--- src/rtl/adc_frame_pkg.sv ---
// Shared constants and state encoding for the ADC frame builder.
package adc_frame_pkg;

   localparam int          ADC_WORD_NUM   = 16;
   localparam logic [15:0] ADC_FRAME_HEAD = 16'h55AA;
   localparam int          ADC_FIFO_NUM   = 8;

   typedef enum logic [3:0] {
      IDLE,
      HEAD,
      STAT,
      REQ,
      WAIT,
      DHI,
      DLO,
      CSUM,
      DONE
   } adc_state_t;

   function automatic logic [0:ADC_FIFO_NUM-1] fifo_sel(
      input logic [2:0] k
   );
      logic [0:ADC_FIFO_NUM-1] s;
      s    = '0;
      s[k] = 1'b1;
      return s;
   endfunction

endpackage

--- src/rtl/adc_frame.sv ---
// Frame builder: header, latched status, 8 FIFOs of 16-bit words,
// and a trailing modulo-256 checksum, streamed as a valid/ready byte flow.
module adc_frame
   import adc_frame_pkg::*;
#(
   parameter int          WORD_NUM   = ADC_WORD_NUM,
   parameter logic [15:0] FRAME_HEAD = ADC_FRAME_HEAD
) (
   input  logic        clk,
   input  logic        rst,
   input  logic        fs_read,
   output logic        fd_read,
   input  logic [31:0] cache_stat,
   output logic [0:7]  fifo_rxen,
   input  logic [0:63] fifo_rxd,
   output logic [7:0]  tx_data,
   output logic        tx_valid,
   input  logic        tx_ready
);

   localparam int WCW = (WORD_NUM > 1) ? $clog2(WORD_NUM) : 1;

   adc_state_t     state;
   adc_state_t     state_nx;
   logic [1:0]     bcnt;
   logic [2:0]     idx;
   logic [WCW-1:0] wcnt;
   logic [7:0]     csum;
   logic [31:0]    stat;
   logic [15:0]    word;
   logic [7:0]     stat_byte;
   logic           xfer;
   logic           last_word;

   assign xfer      = tx_valid & tx_ready;
   assign last_word = (wcnt == WCW'(WORD_NUM - 1));

   always_comb begin
      stat_byte = stat[31:24];
      unique case (bcnt)
         2'd0: stat_byte = stat[31:24];
         2'd1: stat_byte = stat[23:16];
         2'd2: stat_byte = stat[15:8];
         2'd3: stat_byte = stat[7:0];
         default: stat_byte = stat[31:24];
      endcase
   end

   always_ff @(posedge clk or negedge rst) begin
      if (!rst) begin
         state <= IDLE;
      end else begin
         state <= state_nx;
      end
   end

   // Outputs decode from registered state only, so a stalled byte
   // holds valid and data steady until the sink takes it.
   always_comb begin
      state_nx  = state;
      fd_read   = 1'b0;
      fifo_rxen = '0;
      tx_valid  = 1'b0;
      tx_data   = '0;
      unique case (state)
         IDLE: begin
            if (fs_read) state_nx = HEAD;
         end
         HEAD: begin
            tx_valid = 1'b1;
            tx_data  = bcnt[0] ? FRAME_HEAD[7:0]
                               : FRAME_HEAD[15:8];
            if (tx_ready && bcnt[0]) state_nx = STAT;
         end
         STAT: begin
            tx_valid = 1'b1;
            tx_data  = stat_byte;
            if (tx_ready && bcnt == 2'd3) state_nx = REQ;
         end
         REQ: begin
            fifo_rxen = fifo_sel(idx);
            state_nx  = WAIT;
         end
         WAIT: begin
            state_nx = DHI;
         end
         DHI: begin
            tx_valid = 1'b1;
            tx_data  = word[15:8];
            if (tx_ready) state_nx = DLO;
         end
         DLO: begin
            tx_valid = 1'b1;
            tx_data  = word[7:0];
            if (tx_ready) begin
               if (last_word && idx == 3'd7) state_nx = CSUM;
               else                          state_nx = REQ;
            end
         end
         CSUM: begin
            tx_valid = 1'b1;
            tx_data  = csum;
            if (tx_ready) state_nx = DONE;
         end
         DONE: begin
            fd_read = 1'b1;
            if (!fs_read) state_nx = IDLE;
         end
         default: state_nx = IDLE;
      endcase
   end

   always_ff @(posedge clk or negedge rst) begin
      if (!rst) begin
         bcnt <= '0;
         idx  <= '0;
         wcnt <= '0;
         csum <= '0;
         stat <= '0;
         word <= '0;
      end else begin
         unique case (state)
            IDLE: begin
               if (fs_read) begin
                  stat <= cache_stat;
                  bcnt <= '0;
                  idx  <= '0;
                  wcnt <= '0;
                  csum <= '0;
               end
            end
            HEAD: begin
               if (xfer) bcnt <= bcnt[0] ? 2'd0 : 2'd1;
            end
            STAT: begin
               if (xfer) begin
                  bcnt <= bcnt + 2'd1;
                  csum <= csum + tx_data;
               end
            end
            WAIT: begin
               word <= fifo_rxd[{idx[2:1], 4'b0000} +: 16];
            end
            DHI: begin
               if (xfer) csum <= csum + tx_data;
            end
            DLO: begin
               if (xfer) begin
                  csum <= csum + tx_data;
                  if (last_word) begin
                     wcnt <= '0;
                     idx  <= idx + 3'd1;
                  end else begin
                     wcnt <= wcnt + WCW'(1);
                  end
               end
            end
            default: ;
         endcase
      end
   end

endmodule

--- config.mk ---
export PLATFORM = sky130hd
export DESIGN_NAME = adc_frame
export DESIGN_NICKNAME = d
export VERILOG_FILES = /design/src/rtl/adc_frame_pkg.sv /design/src/rtl/adc_frame.sv
export SDC_FILE = /design/constraint.sdc
export NUM_CORES = 1
export LEC_CHECK = 0
export ABC_AREA = 1
export BUFFER_PORTS_ARGS = -buffer_cell sky130_fd_sc_hd__buf_2
export CAP_MARGIN = 25
export CORE_ASPECT_RATIO = 2
export CORE_MARGIN = 1
export CORE_UTILIZATION = 40
export CTS_CLUSTER_SIZE = 16
export DETAILED_ROUTE_END_ITERATION = 7
export SYNTH_ARGS = -nofsm -noshare
export SYNTH_HDL_FRONTEND = slang
export SYNTH_SLANG_ARGS = --single-unit
--- constraint.sdc ---
create_clock -name clk -period 3.63 [get_ports clk]
set_input_delay 0.5445 -clock clk [delete_from_list [all_inputs] [get_ports clk]]
set_output_delay 0.5445 -clock clk [all_outputs]
set_load 0.01 [all_outputs]
; Word level (Yosys, flattened, before mapping)
; Index checks and enable logic that the tools add are counted.
[totals]
rom_bits = 0
mem_bits_rw = 0
wordCells = 92
output_inout_bits = 18
n_memories = 0
latchBits = 0
ff_bits = 69
input_bits = 100
[classes]
bitwise = 3
shift = 1
order_cmp = 2
eq_ne = 25
muxes = 33
addsub = 4
n_mul = 0
div = 0
reduce_logical = 17
[op_table]
columns = operator, n
row1 = 64-bit by 7-bit indexed part select with 65-bit output, 1
row2 = 4-bit two-way mux, 10
row3 = 8-bit one-hot mux with 5 select lines, 1
row4 = 4-bit one-hot mux with 9 select lines, 1
row5 = 8-bit two-way mux, 4
row6 = 8-bit one-hot mux with 4 select lines, 1
row7 = 2-bit inequality test (second input constant), 11
row8 = 4-bit by 3-bit == test with 1-bit output (second input constant), 4
row9 = 8-bit one-hot mux with 2 select lines, 1
row10 = 3-bit two-way mux, 4
row11 = 8-bit adder, 1
row12 = 4-bit by 2-bit == test with 1-bit output (second input constant), 2
row13 = 4-bit == test (second input constant), 2
row14 = 4-bit one-hot mux with 2 select lines, 1
row15 = 4-bit AND reduction, 2
row16 = 6-bit NOT with 7-bit output, 1
row17 = 7-bit AND reduction, 1
row18 = 2-bit two-way mux, 3
row19 = 2-bit one-hot mux with 3 select lines, 1
row20 = 3-bit one-hot mux with 2 select lines, 1
row21 = 3-bit AND reduction, 2
row22 = 5-bit OR reduction, 1
row23 = 4-bit by 1-bit adder with 4-bit output (second input constant), 1
row24 = 2-bit == test (second input constant), 2
row25 = 19 further kinds, 26

; Logic depth before layout (Yosys ltp)
[logic_depth]
ltp_word = 6
ltp_mapped = 17
depth_no_buf = 16

; Least setup slack after synthesis
; OpenSTA, ideal clock, no wires.
[synth_timing]
path_type = reg2reg
start = register bcnt[0]
end = register csum[7]
synth_period_minus_slack_ps = 2628
arrival_ps = 2510
required_ps = 3513
path_slack_ps = 1002
n_path_buf = 1
setup_time_ps = 117
path_stages_with_launch = 17
cell_sequence = dfrtp_1 inv_1 ha_1 buf_2 inv_1 o21ai_0 a31oi_1 or3_1 ha_1 a21oi_1 nand2_1 nand2_1 nand2_1 inv_1 nand3_1 nand3_1 nand2_1
[synth_via]
elab_chain_len = 6
elab_cells_between_ends = 10
cone_classes = add/sub: 1 / eq/ne: 3 / mux: 5 / reduce/logical: 1
[synth_rtl]
columns = element, line
row1 = start: declaration, adc_frame.sv:25  ; logic [1:0] bcnt;
row2 = start signal: assignment, adc_frame.sv:133  ; if (xfer) bcnt <= bcnt[0] ? 2'd0 : 2'd1;
row3 = start signal: assignment, adc_frame.sv:137  ; bcnt <= bcnt + 2'd1;
row4 = "2-bit == test, or another cell as far along", adc_frame.sv:40  ; unique case (bcnt)
row5 = 8-bit one-hot mux with 4 select lines, adc_frame.sv:40
row6 = 8-bit one-hot mux with 5 select lines (*), adc_frame.sv:65  ; unique case (state)
row7 = via tx_data[2], adc_frame.sv:16  ; output logic [7:0] tx_data,
row8 = 8-bit adder (*), "adc_frame.sv:138, adc_frame.sv:145, adc_frame.sv:149"
row9 = 8-bit two-way mux (*), "adc_frame.sv:136, adc_frame.sv:145, adc_frame.sv:148"
row10 = 8-bit one-hot mux with 2 select lines (*), adc_frame.sv:122  ; unique case (state)
row11 = end signal: assignment, adc_frame.sv:138  ; csum <= csum + tx_data;
row12 = end signal: assignment, adc_frame.sv:145  ; if (xfer) csum <= csum + tx_data;
row13 = end signal: assignment, adc_frame.sv:149  ; csum <= csum + tx_data;
row14 = end: declaration, adc_frame.sv:28  ; logic [7:0] csum;
; Mark *: on every way through the listed nets, which the timed path passes. The rest lies on a longest branch. The select of a mux whose other input is x is not followed.
; A chain may end at the register's enable or synchronous reset.

; Worst setup path after layout
[layout_timing]
start = register bcnt[0]
end = register csum[7]
[layout_via]
elab_chain_len = 6
elab_cells_between_ends = 10
cone_classes = add/sub: 1 / eq/ne: 3 / mux: 5 / reduce/logical: 1
[layout_rtl]
columns = element, line
row1 = "2-bit == test, or another cell as far along", adc_frame.sv:40
row2 = 8-bit one-hot mux with 4 select lines, adc_frame.sv:40
row3 = 8-bit one-hot mux with 5 select lines (*), adc_frame.sv:65
row4 = 8-bit adder (*), "adc_frame.sv:138, adc_frame.sv:145, adc_frame.sv:149"
row5 = 8-bit two-way mux (*), "adc_frame.sv:136, adc_frame.sv:145, adc_frame.sv:148"
row6 = 8-bit one-hot mux with 2 select lines (*), adc_frame.sv:122
; Mark *: on every way between the ends. The rest lies on a longest branch, timed or not. The select of a mux whose other input is x is not followed.

==> run summary <==
• **run status** completed
• **worst setup skew after layout** 5.64 ps
• **Static Leak** 2.65 nW
• **number of iterations in the first detailed-routing pass** 4
• **Worst setup EP type** flop
• **met3 usage in global routing** 0.0343
• **Pins Over Slew Limit** 0
• **# placed instances** 744
• **area added between synthesis and finish** 25.5%
• **area of the mapped netlist** 4190 um2
• **combined area of the multi-input logic cells** 2180 um2
• **Inserted Clock Buffers** 9
• **Die W** 74.4 um
• **Synth Net Count** 620
• **number of buffers inserted for hold repair after clock tree synthesis** 0
• **total setup buffers inserted after CTS** 0
• **number of port buffers** 117
• **share of the cycle needed by the critical path after routing** 0.819
• **ranking of synthesized cells by instance count** nand2_1 (131), dfrtp_1 (69), inv_1 (46)
• **sum of negative setup slack** 0 ps
• **crit path launch type** flop
• **total of cells resized after clock tree synthesis** 0
• **number of flops mapped to enable cells by yosys** 0
• **maximum cell stage delay along the critical path** 450 ps
• **maximum fanout along the worst path** 9
• **count of warnings emitted by yosys** 0
• **launching point of the worst reg2reg path** bcnt[0]
• **CTS clk-pin slew, worst paths** 60 ps
• **kind of critical path** flop to flop
• **largest net degree at the start of global routing** 42
• **via count of the first global-routing pass** 4,151
• **DRC Markers** 0
• **cell count after synthesis** 505
• **most congested layer reported by global routing** met2
• **nets** 737
• **via count** 3,961
• **gate family responsible for the most delay along the worst path** simple AND/OR/NAND/NOR gates
• **clock net sink count** 69
• **initial standard-cell utilization of the core** 0.413
• **sequential cell area fraction in the yosys report** 0.412
• **Std-Cell Rows** 52
• **required time worst endpoint** 3850 ps
• **dominant cell by count in the synthesized netlist** nand2_1
• **register cell area after layout** 1730 um2
• **Placer Congestion** 0.918
• **vias per std cell** 5.20
• **die outline height** 147 um
• **cell repeated most along the worst path** nand2_1
• **number of violations reported at the end of detailed-routing iteration 0** 222
• **Worst-Margin Slew** 781 ps
• **class of the tightest hold or removal check** input pin to async pin
• **number of endpoints failing setup at the final stage** 0
• **unrepaired setup endpoints after global routing** false
• **number of top-level pins** 118
• **Synth Flop Type** dfrtp_1
• **drt wl/cell** 16.2 um
• **worst path arrival time** 3200 ps
• **post-synthesis async set-or-reset flop share** 1.00
• **antenna-violating nets left** 0
• **antenna violations before repair** 0
• **cells along the critical path** inv_1 -> ha_1 -> inv_1 -> o21ai_0 -> a31oi_1 -> or3_1 -> ha_1 -> a21oi_1 -> nand2_1 -> nand2_1 -> nand2_1 -> inv_1 -> nand3_1 -> nand3_1 -> nand2_1
• **total congestion overflow** 0
• **total routing resource utilization after global routing** 0.246
• **Power per Cell Area** 789 nW/um2
• **Die Footprint** 10,900 um2
• **clock root cell** clkbuf_16
• **depth of the CTS H-tree** 3
• **dpl hpwl** 9890 um
• **Post-Layout Cell Count** 762
• **CTS Buffer Depth** 2
• **Synth Register Bits** 69
• **Fmax** 336 MHz
• **minimum clock period after layout** 2970 ps
• **ant diodes** 0
• **Slowest cell on crit path** dfrtp_1
• **origin of the worst setup path** bcnt[0]
• **clock tree from TritonCTS** done
• **met1 Resource Use GR** 0.252
• **biggest area contributors in the synthesized netlist** dfrtp_1 (41%), nand2_1 (12%), mux2_2 (8.6%)
• **layout cell share with drive strength beyond 1** 0.311
• **Synth cell types** 42
• **average size of a mapped cell** 8.30 um2
• **worst slew margin relative to its limit** 0.479
• **share of the synthesized area in the top cell type** 0.412
• **maximum capacitance violations** 0
• **clock latency at the later pin of the worst-skew pair** 330 ps
• **number of filler cells placed in the layout** 1,037
• **count of final hold-check violations** 0
• **global-route wire length before repair** 20,100 um
• **area leader, netlist** dfrtp_1
• **met2 layer usage reported by global route** 0.455
• **core area** 10,100 um2
• **worst IR drop on VDD** 475 uV
• **total wire length** 12,300 um
• **number of buffer and inverter stages on the critical path** 3
kinds of logic after synthesis:
group,count (synthesis),synth area share
AOI/OAI and AO/OA,88,0.123
xor gates and xnor gates,5,0.0105
buffers and inverters,67,0.0678
muxes,32,0.0860
DFF,69,0.412
adders and majority gates,15,0.0466
and+or+nand+nor,229,0.254
where the power goes:
group	internal (W)	leakage, nW	total (W)	switching (W)
clock network	0.000625	0.159	0.000968	0.000344
registers	0.00110	0.849	0.00136	0.000253
logic	0.000739	1.64	0.00182	0.00109
total	0.00247	2.65	0.00415	0.00168
stage by stage:
step	setup slack (ps)	hold WS, ps	utilization	instance area [um2]	power, W
after floorplan	1000	249	-	4190	0.00259
after global placement	797	492	0.482	4890	0.00313
after detailed placement	694	496	0.482	4890	0.00317
after CTS	676	321	0.515	5220	0.00416
after global routing	382	370	0.518	5260	0.00445
final	656	291	0.518	5260	0.00415
worst register-to-register path, stage by stage, from the launching register on:
cell and delay, ps:
dfrtp_1 450, inv_1 140, ha_1 350, inv_1 180, o21ai_0 200, a31oi_1 70, or3_1 340, ha_1 400
a21oi_1 230, nand2_1 120, nand2_1 70, nand2_1 60, inv_1 60, nand3_1 80, nand3_1 80, nand2_1 50
state kept, by name, summed over array words and instances (netlist names):
register and cells:
bcnt 2, csum 8, idx 3, stat 32
state 4, wcnt 4, word 16
per-layer routing:
metal | vias to the layer above | part of all wire
met2 | 116 | 0.57
met5 | - | 0
li1 | 1928 | -
met1 | 1885 | 0.35
met4 | 0 | 0.054
met3 | 32 | 0.032
layout by cell type, fill, tap and decap left out, types with 2 or more instances in the layout:
cell       count
nand2_1      131
buf_2        117
dfrtp_1       69
inv_1         46
o21ai_0       40
mux2_2        32
nor2_1        30
nand3_1       27
nand4_1       15
a21oi_1       14
ha_1          14
a31oi_1        9
clkbuf_16      9
a22oi_1        8
o211ai_1       5
or3_1          5
inv_2          4
nand2_2        4
o21ai_1        4
nor2_4         3
xor2_1         3
buf_4          3
nand2_4        2
nand3_2        2
o22ai_1        2
nor2_2         2
nor3_2         2
a41oi_1        2
xnor2_1        2
bufinv_16      2
clkinv_4       2
buf_12         2
cell type report:
type | instances | area share
clock buffer | 10 | 0.0455
multi-input combinational | 369 | 0.414
clock inverter | 6 | 0.0178
inverter | 50 | 0.0357
timing repair buffer | 123 | 0.126
tap | 135 | 0.0321
sequential | 69 | 0.328
final timing paths:
kind,end,slack (ps),cells after the start
worst max-delay path,csum[7],660,15
worst min-delay path,idx[1],290,1
worst max register to register,csum[7],660,15
worst min register to register,stat[20],510,1
max in group asynchronous,csum[5],2660,2
min in group clk,stat[0],440,2
No activity file was read; power rests on OpenSTA's default activity.
